--- config.mk ---
export PLATFORM = sky130hd
export DESIGN_NAME = vga_pattern_sequencer
export DESIGN_NICKNAME = d
export VERILOG_FILES = /design/src/rtl/vga_pattern_sequencer.sv
export SDC_FILE = /design/constraint.sdc
export NUM_CORES = 1
export LEC_CHECK = 0
export BUFFER_PORTS_ARGS = -buffer_cell sky130_fd_sc_hd__buf_2
export CAP_MARGIN = 10
export CORE_MARGIN = 2
export CORE_UTILIZATION = 52
export DETAILED_ROUTE_END_ITERATION = 10
export PLACE_DENSITY = 0.78
export SYNTH_ARGS = -nofsm -noshare
export SYNTH_HDL_FRONTEND = slang
export SYNTH_SLANG_ARGS = --single-unit
--- constraint.sdc ---
create_clock -name iCLK -period 2.03 [get_ports iCLK]
set_input_delay 0.3045 -clock iCLK [delete_from_list [all_inputs] [get_ports iCLK]]
set_output_delay 0.3045 -clock iCLK [all_outputs]
set_load 0.05 [all_outputs]
--- src/rtl/vga_pattern_sequencer.sv ---
// Frame-level test-pattern scheduler: advances the painter's pattern index on VS frame
// boundaries, either automatically every FRAMES_PER_PATTERN frames or on a manual request.
//
//   state        | meaning
//   ST_WAIT_SYNC | waiting for the first VS fall after reset to align to the frame
//   ST_RUN       | aligned; boundaries count frames and may advance the pattern
module vga_pattern_sequencer #(
   parameter int NUM_PATTERNS       = 4,
   parameter int FRAMES_PER_PATTERN = 60,
   parameter int PAT_W              = 4
) (
   input  logic             iCLK,
   input  logic             iRST,
   input  logic             iVGA_VS,
   input  logic             iENABLE,
   input  logic             iNEXT_REQ,
   output logic             oNEXT_ACK,
   output logic [PAT_W-1:0] oPATTERN,
   output logic [7:0]       oFRAME_CNT,
   output logic             oFRAME_START,
   output logic             oSWITCH
);

   typedef enum logic {ST_WAIT_SYNC, ST_RUN} state_t;

   localparam logic [7:0]       LP_CNT_LAST = 8'(FRAMES_PER_PATTERN - 1);
   localparam logic [PAT_W-1:0] LP_PAT_LAST = PAT_W'(NUM_PATTERNS - 1);

   state_t           r_state;
   state_t           w_state_nxt;
   logic             r_vs_d;
   logic             r_pending;
   logic             r_armed;

   logic             w_boundary;
   logic             w_adv;
   logic             w_pending_nxt;
   logic             w_armed_nxt;
   logic [PAT_W-1:0] w_pattern_nxt;
   logic [7:0]       w_cnt_nxt;
   logic             w_fs_nxt;
   logic             w_sw_nxt;
   logic             w_ack_nxt;

   // vs_d resets low so a VS held low across reset release is not seen as an edge
   assign w_boundary = r_vs_d & ~iVGA_VS;
   assign w_adv      = (iENABLE & (oFRAME_CNT == LP_CNT_LAST)) | r_pending;

   always_ff @(posedge iCLK or posedge iRST) begin
      if (iRST) begin
         r_state <= ST_WAIT_SYNC;
      end else begin
         r_state <= w_state_nxt;
      end
   end

   always_comb begin
      w_state_nxt = r_state;
      if (r_state == ST_WAIT_SYNC && w_boundary) begin
         w_state_nxt = ST_RUN;
      end
   end

   always_comb begin
      w_pattern_nxt = oPATTERN;
      w_cnt_nxt     = oFRAME_CNT;
      w_fs_nxt      = w_boundary;
      w_sw_nxt      = 1'b0;
      w_ack_nxt     = 1'b0;
      w_pending_nxt = r_pending;
      w_armed_nxt   = r_armed;

      // capture only while not pending, so it never collides with the service clear below
      if (iNEXT_REQ && r_armed && !r_pending) begin
         w_pending_nxt = 1'b1;
         w_armed_nxt   = 1'b0;
      end else if (!iNEXT_REQ) begin
         w_armed_nxt   = 1'b1;
      end

      if (w_boundary) begin
         case (r_state)
            ST_WAIT_SYNC: begin
               w_cnt_nxt = 8'd0;
            end
            ST_RUN: begin
               if (r_pending) begin
                  w_ack_nxt     = 1'b1;
                  w_pending_nxt = 1'b0;
               end
               if (w_adv) begin
                  w_pattern_nxt = (oPATTERN == LP_PAT_LAST) ? '0 : oPATTERN + 1'b1;
                  w_cnt_nxt     = 8'd0;
                  w_sw_nxt      = 1'b1;
               end else if (iENABLE) begin
                  w_cnt_nxt     = oFRAME_CNT + 8'd1;
               end
            end
            default: begin
               w_cnt_nxt = oFRAME_CNT;
            end
         endcase
      end
   end

   always_ff @(posedge iCLK or posedge iRST) begin
      if (iRST) begin
         r_vs_d       <= 1'b0;
         r_pending    <= 1'b0;
         r_armed      <= 1'b1;
         oPATTERN     <= '0;
         oFRAME_CNT   <= 8'd0;
         oFRAME_START <= 1'b0;
         oSWITCH      <= 1'b0;
         oNEXT_ACK    <= 1'b0;
      end else begin
         r_vs_d       <= iVGA_VS;
         r_pending    <= w_pending_nxt;
         r_armed      <= w_armed_nxt;
         oPATTERN     <= w_pattern_nxt;
         oFRAME_CNT   <= w_cnt_nxt;
         oFRAME_START <= w_fs_nxt;
         oSWITCH      <= w_sw_nxt;
         oNEXT_ACK    <= w_ack_nxt;
      end
   end

endmodule

==> results of run 1 <==
-- placed cells by master (no fill, tap or decap), drive strengths merged --
master	n
nand4	2
o41ai	1
xor2	1
nor2	2
buf	19
and4b	1
clkbuf	4
and3	2
inv	5
a32o	1
nor4	1
dfrtp	18
o21a	1
and4bb	1
nor3b	1
nand3	5
o21ai	8
nor3	1
ha	2
a21oi	5
dfstp	1
mux2	2
o311ai	1
nand2	17
or4	1
o31ai	1
o22ai	2
nand2b	5
-- cell usage after synthesis (2+ instances only) --
library cell / instances / area, µm²
mux2_4: 2 / 30.0
buf_6: 2 / 22.5
nand4_1: 2 / 12.5
nand2b_1: 3 / 18.8
inv_1: 5 / 18.8
nand3_1: 4 / 20.0
and3_1: 2 / 12.5
nand2_1: 16 / 60.1
ha_1: 2 / 25.0
dfrtp_1: 18 / 450
a21oi_4: 2 / 32.5
o22ai_1: 2 / 12.5
o21ai_0: 8 / 40.0
a21oi_1: 3 / 15.0
-- kinds of logic (layout without fill, tap and decap cells) --
logic type	count (synthesis)	in the layout	share of synthesized area [%]
simple gates	39	39	24.5
compound gates	20	20	14.9
flops	19	19	49.7
buf+inv	7	28	4.30
fa+ha+maj	2	2	2.61
mux	2	2	3.13
xor+xnor	1	1	0.913
-- worst min path at each step --
stage	end	slack (ns)	depth (start not counted)
6_report	oFRAME_CNT[5]	0.10	2
5_1_grt	r_vs_d	0.11	1
4_1_cts	oFRAME_CNT[5]	0.11	2
3_5_place_dp	r_vs_d	0.43	1
3_3_place_gp	oFRAME_CNT[5]	0.43	2
2_1_floorplan	oFRAME_CNT[0]	0.25	1
-- registers in the layout, indices dropped and copies added (netlist names) --
register / count
oFRAME_CNT: 8
r_vs_d: 1
oPATTERN: 4
oFRAME_START: 1
r_state: 1
r_pending: 1
oSWITCH: 1
r_armed: 1
oNEXT_ACK: 1
-- final cells by class --
cell class	count	share of cell area, %
clock buffers	4	2.41
inverters	5	1.72
multi-input cells	64	40.5
flip-flops and latches	19	43.7
well taps	25	2.87
repair buffers	19	8.73
-- per-layer routing --
metal	global-route usage [%]	vias to the layer above	wire, µm
met5	0	-	0
met4	6.11	0	22
met3	4.62	2	94
met2	25.8	22	723
met1	22.7	321	798
li1	-	363	-
-- where the power goes --
part,internal [mW],total [mW],switching [mW]
Sequential,0.449,0.534,0.0849
Combinational,0.157,0.495,0.338
Clock,0.0765,0.186,0.110
Total,0.683,1.22,0.533
==> results.toml, run 1 <==
[global_route]
gr-usage-all-layers_pct = 16.7
antenna_found_initial = 0
grt_pass1_vias = 602
grt_pass1_wl_um = 2550
grt_max_degree = 20
grt.overflow.total = 0

[route]
first_pass_iters = 4
routedWlPerCell_um = 12.1
antenna_left = 0
route.final.wire_length_um = 1640
vias = 708
drt_drc_violations_left = 0
drtIter0Drc = 8
vias_per_cell = 5.21

[clocking]
ctsResizeCount = 0
post_cts_buffers = 0
clockRootBuffer = "clkbuf_4"
clkLatencyLatePin_ns = 0.30
cts_tree = "yes"
postCtsHoldBufs = 0
cts_sinks = 19
cts-htree-levels = 1
clockBufferDepth = 2
path_clk_slew_ns = 0.10
numCtsBuffers = 3

[floorplan]
core_area_mm2 = 0.00173
dieArea_mm2 = 0.00221
die_y_um = 47.0
start_util_pct = 55.6
rows = 15
dieWidth_um = 47.0
io_pins = 20

[logic_synthesis]
ys_seq_area_share_pct = 49.7
synth_cells = 90
synth.cell_area_um2 = 960
avgSynthCellArea_um2 = 10.7
syn_nets = 97
ys.flop_type = "dfrtp_1"
synth_cell_types = 33
synth_edf_count = 0
ys_ff_latch = 19
synth-async-reset-ratio_pct = 100
ys_warn_count = 0

[critical_path]
start_kind = "register"
crit_buf_inv = 0
crit_fanout = 6
critPathMaxStageDelay_ns = 0.44
crit_path_end_kind = "register"
cp.depth = 5
r2r_end = "oFRAME_CNT[3]"
worstSetupEndpoint = "oFRAME_CNT[3]"
path_class = "register to register"
startpoint = "oFRAME_CNT[0]"
required_ns = 2.23
cp_data_arrival_time_ns = 1.88
path_cells = "ha_1 -> and4bb_1 -> a21oi_4 -> nand2_2 -> o311ai_1"
cpLargestDelayFamily = "compound AO/OA/AOI/OAI gates"
crit_slowest_cell = "dfrtp_1"
r2r-start = "oFRAME_CNT[0]"
r2r_setup_slack_ns = 0.35
reg2reg_depth = 5

[final_layout]
drive_gt1_share_pct = 30.6
final_area_mm2 = 0.00109
antenna_cells = 0
multi_input_comb_area_um2 = 442
fin_nets = 119
num-fill-cells = 165
seqCellArea_um2 = 477
final_core_util_pct = 63.1
instances_no_fill = 136
area_growth_pct = 13.6

[worst_hold_path]
hold_path_class = "primary input to asynchronous set/reset pin"

[power]
p_total_mw = 1.22
powerDensity_mw_per_mm2 = 1120
ir_drop_mv = 0.713
p_leak_nw = 0.521

[timing]
drv_slew = 0
min_period_ns = 1.68
hold-worst-slack_ns = 0.102
hold_viol_final = 0
fin_crit_sh_pct = 82.6
tns_ns = 0
fin_ws_ns = 0.354
clock_skew_ns = 0.00853
fmax_ghz = 0.597
rsz0062_at_grt = "no"
setup_viol = 0
slew_headroom_pct = 52.6
tightest_slew_ns = 0.710

[place]
place_ws_ns = 0.369
place_area_mm2 = 0.00106
io_buffers = 19
gp_congestion = 0.877
dp_hpwl_um = 1230
dp.cells = 132

[flow_run]
drv_cap = 0

[run_status]
status = "completed"
No activity file was read; power rests on OpenSTA's default activity.
==> inputs of run 2 (changes only) <==
- CORE_UTILIZATION: 52 -> 47
- PLACE_DENSITY: 0.78 -> 0.75
- clock period: 2.03 -> 1.35 ns (I/O delays scaled with it)
==> results.toml, run 2 (same netlist as run 1, synthesis figures left out) <==
[timing]
setup_viol = 9
rsz0062_at_grt = "yes"
min_period_ns = 1.49
tns_ns = -0.732
fin_crit_sh_pct = 110
hold_viol_final = 0
fin_ws_ns = -0.141
fmax_ghz = 0.671
drv_slew = 0
clock_skew_ns = 0.00427
tightest_slew_ns = 0.359
slew_headroom_pct = 75.8

[power]
ir_drop_mv = 1.20
p_total_mw = 2.09
powerDensity_mw_per_mm2 = 1570
p_leak_nw = 0.617

[clocking]
cts_sinks = 19
path_clk_slew_ns = 0.11
clockRootBuffer = "clkbuf_4"
cts-htree-levels = 1
clockBufferDepth = 2
cts_tree = "yes"
numCtsBuffers = 3
clkLatencyLatePin_ns = 0.31

[worst_hold_path]
min_to = "r_armed"
hold_path_class = "primary input to register"
min_from = "iNEXT_REQ"
whs_path_depth = 2

[final_layout]
mostFrequentLayoutCells = "buf_2 (18), nand2_1 (16), buf_4 (14), dfrtp_1 (11), dfrtp_2 (7)"
top_regs = "oFRAME_CNT (8), oPATTERN (4)"
largest_register_ffs = 8
layout_commonest_cell = "buf_2"
num-fill-cells = 154
drive_gt1_share_pct = 52.7
fin_nets = 137
final_area_mm2 = 0.00133
regMostFlops = "oFRAME_CNT"
area_growth_pct = 38.2
antenna_cells = 0

[route]
drt_drc_violations_left = 0
route.final.wire_length_um = 2130
first_pass_iters = 4
routedWlPerCell_um = 13.7
vias_per_cell = 5.24
vias = 818
antenna_left = 0
drtIter0Drc = 19

[floorplan]
core_area_mm2 = 0.00194
rows = 16
dieWidth_um = 49.2
io_pins = 20
dieArea_mm2 = 0.00242
die_y_um = 49.2
start_util_pct = 49.4

[critical_path]
crit_fanout = 3
r2r_end = "oPATTERN[0]"
r2r_setup_slack_ns = -0.14
required_ns = 1.56
path_class = "register to register"
r2r-start = "oFRAME_CNT[1]"
reg2reg_depth = 5
cp_data_arrival_time_ns = 1.70
crit_path_end_kind = "register"
start_kind = "register"

[run_status]
violations = "setup timing"
status = "complete, but fails checks"

[place]
place_ws_ns = -0.122
place_area_mm2 = 0.00121
dp_hpwl_um = 1520
gp_congestion = 0.906
io_buffers = 19

[global_route]
antenna_found_initial = 0
grt_pass1_wl_um = 3620
gr-usage-all-layers_pct = 19.8
grt_max_degree = 13
grt_pass1_vias = 843
grt.overflow.total = 0

[flow_run]
drv_cap = 0
==> run 2: worst max-delay path by stage <==
stage                       start            end  slack, ns
floorplan           oFRAME_CNT[1]    oPATTERN[0]      -0.29
global placement    oFRAME_CNT[1]    oPATTERN[1]       -0.1
detailed placement  oFRAME_CNT[1]    oPATTERN[0]      -0.12
CTS                 oFRAME_CNT[1]    oPATTERN[0]      -0.13
global route        oFRAME_CNT[1]  oFRAME_CNT[3]      -0.18
finish              oFRAME_CNT[1]    oPATTERN[0]      -0.14
==> run 2: what timing repair did <==
item	in CTS	in global routing
endpoints found under the hold margin	6	1
hold buffers	1	1
pin swaps	1	2
resized for setup	10	7
setup buffers	0	0
setup endpoints to repair	9	13
==> run 2: area by class of cell <==
type | count | area (µm²) | area share [%]
Multi-Input combinational cell | 64 | 513 | 38.7
Timing Repair Buffer | 37 | 249 | 18.8
Tap cell | 27 | 33.8 | 2.55
Clock buffer | 4 | 26.3 | 1.98
Sequential cell | 19 | 485 | 36.6
Inverter | 5 | 18.8 | 1.42
==> run 2: metrics by stage <==
stage	hold slack, ns	cells	utilization (%)
final	0.0137	156	68.3
after CTS	0.00276	155	66.7
after detailed placement	0.154	150	62.2
after global routing	0.00258	156	68.3
after global placement	0.141	150	62.2
after floorplan	0.152	90	-
==> run 2: power by group <==
| group | leakage (nW) | total (mW) | switching, mW | internal [mW] |
|---|---|---|---|---|
| Sequential | 0.232 | 0.777 | 0.0955 | 0.682 |
| Combinational | 0.370 | 1.01 | 0.628 | 0.382 |
| Clock | 0.0150 | 0.301 | 0.186 | 0.116 |
| Total | 0.617 | 2.09 | 0.909 | 1.18 |
==> run 2: critical path: stages (launching register included) <==
cell and delay (ns):
dfrtp_2 0.44, ha_4 0.16, and4bb_2 0.25, a21oi_4 0.18, nor2_4 0.06, mux2_4 0.30
==> run 2: layer usage <==
layer  vias to the layer above  wire (µm)  GRT usage [%]
met5                         -          0              0
met4                         0         38           10.0
met3                         3         83           4.29
met2                        20       1090           33.8
met1                       395        921           23.4
li1                        400          -              -
